===== config.mk =====
export PLATFORM = sky130hd
export DESIGN_NAME = led_ctrl_multi
export DESIGN_NICKNAME = d
export VERILOG_FILES = /design/src/rtl/led_ctrl_multi.sv
export SDC_FILE = /design/constraint.sdc
export NUM_CORES = 1
export LEC_CHECK = 0
export CORE_MARGIN = 4
export CORE_UTILIZATION = 35
export DETAILED_ROUTE_END_ITERATION = 10
export PLACE_DENSITY_LB_ADDON = 0.2
export SLEW_MARGIN = 0
export SYNTH_ARGS = -nofsm -noshare
export SYNTH_HDL_FRONTEND = slang
export SYNTH_SLANG_ARGS = --single-unit

===== constraint.sdc =====
create_clock -name CLK -period 5.7 [get_ports CLK]
set_clock_uncertainty 0.1 [all_clocks]
set_input_delay 1.14 -clock CLK [delete_from_list [all_inputs] [get_ports CLK]]
set_output_delay 1.14 -clock CLK [all_outputs]
set_load 0.03 [all_outputs]

===== src/rtl/led_ctrl_multi.sv =====
`default_nettype none
// ============================================================================
//  Module      : led_ctrl_multi
//  Description : Multi-channel LED controller. Each channel selects OFF, ON,
//                retriggerable activity hold or blink; a fixed-priority
//                arbiter (channel 0 highest) picks the channel that drives
//                the LED pin, and a global PWM stage sets brightness.
//  Revision    : 1.0 - initial release
// ============================================================================
module led_ctrl_multi #(
    parameter int CHANNELS = 4,
    parameter int DELAY    = 21_480_000,
    parameter int BLINK    = 2_148_000,
    parameter int PWM_BITS = 4,
    localparam int OWNER_W = (CHANNELS > 1) ? $clog2(CHANNELS) : 1
) (
    input  logic                    CLK,
    input  logic                    RESET_n,
    input  logic [2*CHANNELS-1:0]   Mode,
    input  logic [CHANNELS-1:0]     Req,
    input  logic [PWM_BITS-1:0]     Brightness,
    output logic                    LedPort,
    output logic [CHANNELS-1:0]     ChanLevel,
    output logic [OWNER_W-1:0]      Owner,
    output logic                    OwnerValid
);

    localparam int HOLD_W  = $clog2(DELAY + 1);
    localparam int BLINK_W = $clog2(BLINK);

    localparam logic [1:0]         MODE_OFF   = 2'd0;
    localparam logic [1:0]         MODE_ON    = 2'd1;
    localparam logic [1:0]         MODE_ACT   = 2'd2;
    localparam logic [1:0]         MODE_BLINK = 2'd3;
    localparam logic [HOLD_W-1:0]  HOLD_LOAD  = HOLD_W'(DELAY);
    localparam logic [BLINK_W-1:0] BLINK_LAST = BLINK_W'(BLINK - 1);
    localparam logic [BLINK_W-1:0] BLINK_HALF = BLINK_W'(BLINK / 2);

    // ready_q stays low for the first edge after reset release, which keeps
    // every output and counter at zero through that edge.
    logic                  ready_q, ready_d;
    logic [BLINK_W-1:0]    blink_cnt_q, blink_cnt_d;
    logic [PWM_BITS-1:0]   pwm_cnt_q, pwm_cnt_d;
    logic                  led_q, led_d;
    logic [CHANNELS-1:0]   chan_q, chan_d;
    logic [OWNER_W-1:0]    owner_q, owner_d;
    logic                  valid_q, valid_d;

    logic [CHANNELS-1:0]   raw_lvl;
    logic                  any_blink;
    logic                  blink_phase;
    logic                  owner_lvl;
    logic                  gate;

    assign blink_phase = (blink_cnt_q < BLINK_HALF);

    // Per-channel hold counter and raw level.
    for (genvar gi = 0; gi < CHANNELS; gi++) begin : g_chan
        logic [1:0]        mode_i;
        logic [HOLD_W-1:0] hold_q, hold_d;

        assign mode_i = Mode[2*gi +: 2];

        assign raw_lvl[gi] = (mode_i == MODE_ON)
                           | ((mode_i == MODE_ACT) & (Req[gi] | (hold_q != '0)))
                           | ((mode_i == MODE_BLINK) & blink_phase);

        // Hold next value: cleared outside ACT, loaded on Req, else counts down to 0.
        always_comb begin
            hold_d = '0;
            if (ready_q && (mode_i == MODE_ACT)) begin
                if (Req[gi]) begin
                    hold_d = HOLD_LOAD;
                end else if (hold_q != '0) begin
                    hold_d = hold_q - 1'b1;
                end
            end
        end

        // Hold counter register.
        always_ff @(posedge CLK or negedge RESET_n) begin
            if (!RESET_n) begin
                hold_q <= '0;
            end else begin
                hold_q <= hold_d;
            end
        end
    end

    // Detect whether any channel is currently in blink mode.
    always_comb begin
        any_blink = 1'b0;
        for (int i = 0; i < CHANNELS; i++) begin
            if (Mode[2*i +: 2] == MODE_BLINK) begin
                any_blink = 1'b1;
            end
        end
    end

    // Shared counters: PWM free-runs, blink counter runs only while a channel blinks.
    always_comb begin
        ready_d     = 1'b1;
        pwm_cnt_d   = '0;
        blink_cnt_d = '0;
        if (ready_q) begin
            pwm_cnt_d = pwm_cnt_q + 1'b1;
            if (any_blink && (blink_cnt_q != BLINK_LAST)) begin
                blink_cnt_d = blink_cnt_q + 1'b1;
            end
        end
    end

    // Priority arbitration, PWM gating and output next values.
    always_comb begin
        owner_d   = '0;
        valid_d   = 1'b0;
        owner_lvl = 1'b0;
        // Scan from the top so the lowest-index active channel wins.
        for (int i = CHANNELS - 1; i >= 0; i--) begin
            if (Mode[2*i +: 2] != MODE_OFF) begin
                owner_d   = OWNER_W'(i);
                valid_d   = 1'b1;
                owner_lvl = raw_lvl[i];
            end
        end
        gate   = (&Brightness) | (pwm_cnt_q < Brightness);
        led_d  = owner_lvl & gate & valid_d;
        chan_d = raw_lvl;
        if (!ready_q) begin
            owner_d = '0;
            valid_d = 1'b0;
            led_d   = 1'b0;
            chan_d  = '0;
        end
    end

    // State and output registers.
    always_ff @(posedge CLK or negedge RESET_n) begin
        if (!RESET_n) begin
            ready_q     <= 1'b0;
            pwm_cnt_q   <= '0;
            blink_cnt_q <= '0;
            led_q       <= 1'b0;
            chan_q      <= '0;
            owner_q     <= '0;
            valid_q     <= 1'b0;
        end else begin
            ready_q     <= ready_d;
            pwm_cnt_q   <= pwm_cnt_d;
            blink_cnt_q <= blink_cnt_d;
            led_q       <= led_d;
            chan_q      <= chan_d;
            owner_q     <= owner_d;
            valid_q     <= valid_d;
        end
    end

    assign LedPort    = led_q;
    assign ChanLevel  = chan_q;
    assign Owner      = owner_q;
    assign OwnerValid = valid_q;

endmodule
`default_nettype wire


==> results.json <==
{
  "run_status": "finished, final reports clean",
  "cellLeakagePower_nw": 3.60,
  "syn_inst": 710,
  "slew_headroom": 0.436,
  "required_ps": 5930,
  "post_cts_resize_count": 0,
  "synth_nets": 741,
  "num_antenna_cells": 0,
  "ys_seq_area_frac": 0.486,
  "drtPass1Iterations": 4,
  "clk_pin_slew_ps": 60,
  "final-seq-area_sq_mm": 0.00338,
  "finalNetCount": 766,
  "wire_per_inst_microns": 15.1,
  "path_cells": "clkdlybuf4s50_1 -> inv_1 -> nor3_1 -> o31ai_2 -> nand2b_1 -> a21oi_1",
  "routabilityCongestion": 0.843,
  "synth_cell_types": 62,
  "cts_buffers": 17,
  "worstPathMaxFanout": 16,
  "cellPowerDensity_mw_per_mm2": 353,
  "r2r-end": "g_chan[1].hold_q[8]",
  "synth_edf_count": 0,
  "cp_top_family": "simple AND/OR/NAND/NOR gates",
  "yosysTopAreaCellShare": 0.486,
  "grt_usage": 0.147,
  "finalHoldViolCount": 0,
  "yosysWarnings": 0,
  "insertion_delay_ps": 420,
  "setup_violations": 0,
  "synth_top_family_by_area": "simple AND/OR/NAND/NOR gates",
  "rsz0062_at_grt": "no",
  "grt_max_degree": 88,
  "hold_ws_ps": 359,
  "timing.fmax_mhz": 353,
  "synth.avg_cell_area_sq_um": 9.79,
  "ctsHoldBuffers": 0,
  "grt_overflow": 0,
  "synthAdderAreaFrac": 0.0234,
  "synth-seq-cells": 135,
  "numPortBuffers": 25,
  "reg2reg_from": "g_chan[1].hold_q[13]",
  "synthArstFlopShare": 1.00,
  "synth_top_area_cell": "dfrtp_1",
  "syn_to_final_growth_pct": 15.2,
  "dp_hpwl_microns": 10600,
  "clock-sinks": 135,
  "worstMarginPinSlew_ps": 843,
  "final_max_slew_viol_count": 0,
  "cts_root_buffer": "clkbuf_16",
  "synth-xor-area-share": 0.134,
  "initial_core_util": 0.356,
  "crit_path_end_kind": "flop",
  "drt-initial-drc-count": 236,
  "synth-compound-area-share": 0.0695,
  "hp-start": "g_chan[2].hold_q[0]",
  "path_class": "input pin to flop",
  "core_region_area_sq_mm": 0.0195,
  "clockBufferDepth": 2,
  "hold_end": "g_chan[2].hold_q[0]",
  "power_w": 0.00283,
  "drc": 0,
  "max_cap_viol_count": 0,
  "rows": 51,
  "first_global_vias": 5236,
  "fill_cells": 1895,
  "holdPathStages": 1,
  "slowest_stage": "clkdlybuf4s50_1",
  "wl_microns": 15300,
  "min_period_ps": 2830,
  "boundaryPins": 26,
  "drive_gt1_frac": 0.0736,
  "final.setup.tns_ps": 0,
  "ff2ff_setup_slack_ps": 3090,
  "synth.top_cells.by_area": "dfrtp_1, xnor2_1, nor2_1, xor2_1, o21ai_0",
  "yosys_most_used_dff": "dfrtp_1",
  "via_per_inst": 5.06,
  "slowest_delay_ps": 570,
  "cts_htree_levels": 4,
  "ant_nets": 0,
  "antenna_found_initial": 0,
  "cts_setup_buffers": 0,
  "peakVddDrop_mv": 0.155,
  "fin_crit_sh": 0.497,
  "multi_input_area_sq_mm": 0.00338,
  "die_h_microns": 149,
  "crit_path_start_kind": "input pin",
  "grt_first_pass_wirelength_microns": 26200,
  "dr_total_vias": 5121,
  "dieWidth_microns": 149,
  "rr_worst_depth": 5,
  "tritoncts": "built",
  "synth-simple-area-share": 0.259,
  "syn_area_sq_mm": 0.00695,
  "path_buf_inv": 2,
  "hold_class": "flop to flop",
  "synthMuxAreaShare": 0,
  "crit_arrival_ps": 3060,
  "dieArea_sq_mm": 0.0222
}
-- per-stage QoR --
stage	std cells	setup slack [ps]	util	area [sq um]
global route	1012	2720	0.410	8010
CTS	1012	2860	0.410	8010
floorplan	710	3280	-	6950
finish	1012	2870	0.410	8010
global placement	981	2560	0.381	7430
detailed placement	981	2400	0.381	7430
-- where the power goes --
| group | total (W) | switching (W) | leakage (nW) | internal (W) |
|---|---|---|---|---|
| clock network | 0.00108 | 0.000403 | 0.275 | 0.000673 |
| logic | 0.000688 | 0.000390 | 1.48 | 0.000298 |
| registers | 0.00106 | 0.0000541 | 1.85 | 0.00101 |
-- cells in the mapped netlist, types with 2 or more instances --
master / count
o31ai_1: 6
or2_1: 3
nand3b_1: 6
or3b_2: 2
a31o_2: 2
nor3_1: 26
buf_2: 5
nor4_1: 24
nand4_1: 12
o21ai_0: 36
nand2b_1: 6
nor2_1: 121
clkbuf_1: 8
or3_1: 6
dfrtp_1: 135
o21ai_1: 4
or2_2: 2
or4_4: 3
nand3_1: 27
nand2_1: 41
a31oi_1: 3
and3_1: 4
nand4b_1: 6
or4_1: 14
xnor2_1: 57
xor2_1: 49
nor2b_1: 4
and4_1: 3
buf_4: 4
and2_1: 2
inv_1: 22
nor4b_1: 2
a21oi_1: 16
buf_6: 2
ha_1: 13
a211oi_1: 2
nor3_2: 3
nor4_4: 5
-- layout make-up --
type                            count  share of cell area
Clock inverter                      8              0.0122
Sequential cell                   135               0.422
Multi-Input combinational cell    533               0.422
Inverter                           22              0.0103
Clock buffer                       23              0.0597
Tap cell                          265              0.0414
Timing Repair Buffer               26              0.0323
-- state kept, by name, indices dropped and copies added, names as in the netlist --
signal	cells
ready_q	1
blink_cnt_q	22
pwm_cnt_q	4
LedPort	1
Owner	2
ChanLevel	4
OwnerValid	1
g_chan.hold_q	100
-- worst max path at each step --
stage / end / startpoint / cells after the start
4_1_cts: g_chan[3].hold_q[3] / Mode[7] / 6
2_1_floorplan: g_chan[2].hold_q[8] / Mode[5] / 7
5_1_grt: g_chan[3].hold_q[21] / Mode[7] / 6
6_report: g_chan[3].hold_q[3] / Mode[7] / 6
3_5_place_dp: g_chan[3].hold_q[3] / Mode[7] / 6
3_3_place_gp: g_chan[3].hold_q[3] / Mode[7] / 6
-- cells by family after synthesis --
group	after synthesis
buffers and inverters	42
adders and majority gates	13
and+or+nand+nor	332
xor gates and xnor gates	106
DFF	135
AOI/OAI and AO/OA	81
other	1
-- cells in the final DEF (no fill, tap or decap), types with 12 or more instances in the layout --
cell and instances:
nor3_1 26, nor4_1 24, xor2_1 49, o21ai_0 36
nand4_1 12, ha_1 13, nor2_1 121, nand3_1 27
or4_1 14, dfrtp_1 135, xnor2_1 57, clkbuf_16 17
inv_1 22, clkdlybuf4s50_1 24, nand2_1 41, a21oi_1 16
-- layer usage --
metal / up-vias / routed length (microns) / global-route usage
met2: 71 / 7070 / 0.228
li1: 2506 / - / -
met1: 2515 / 7370 / 0.196
met5: - / 0 / 0
met4: 0 / 383 / 0.0632
met3: 29 / 463 / 0.0359
No activity file was read; power rests on OpenSTA's default activity.
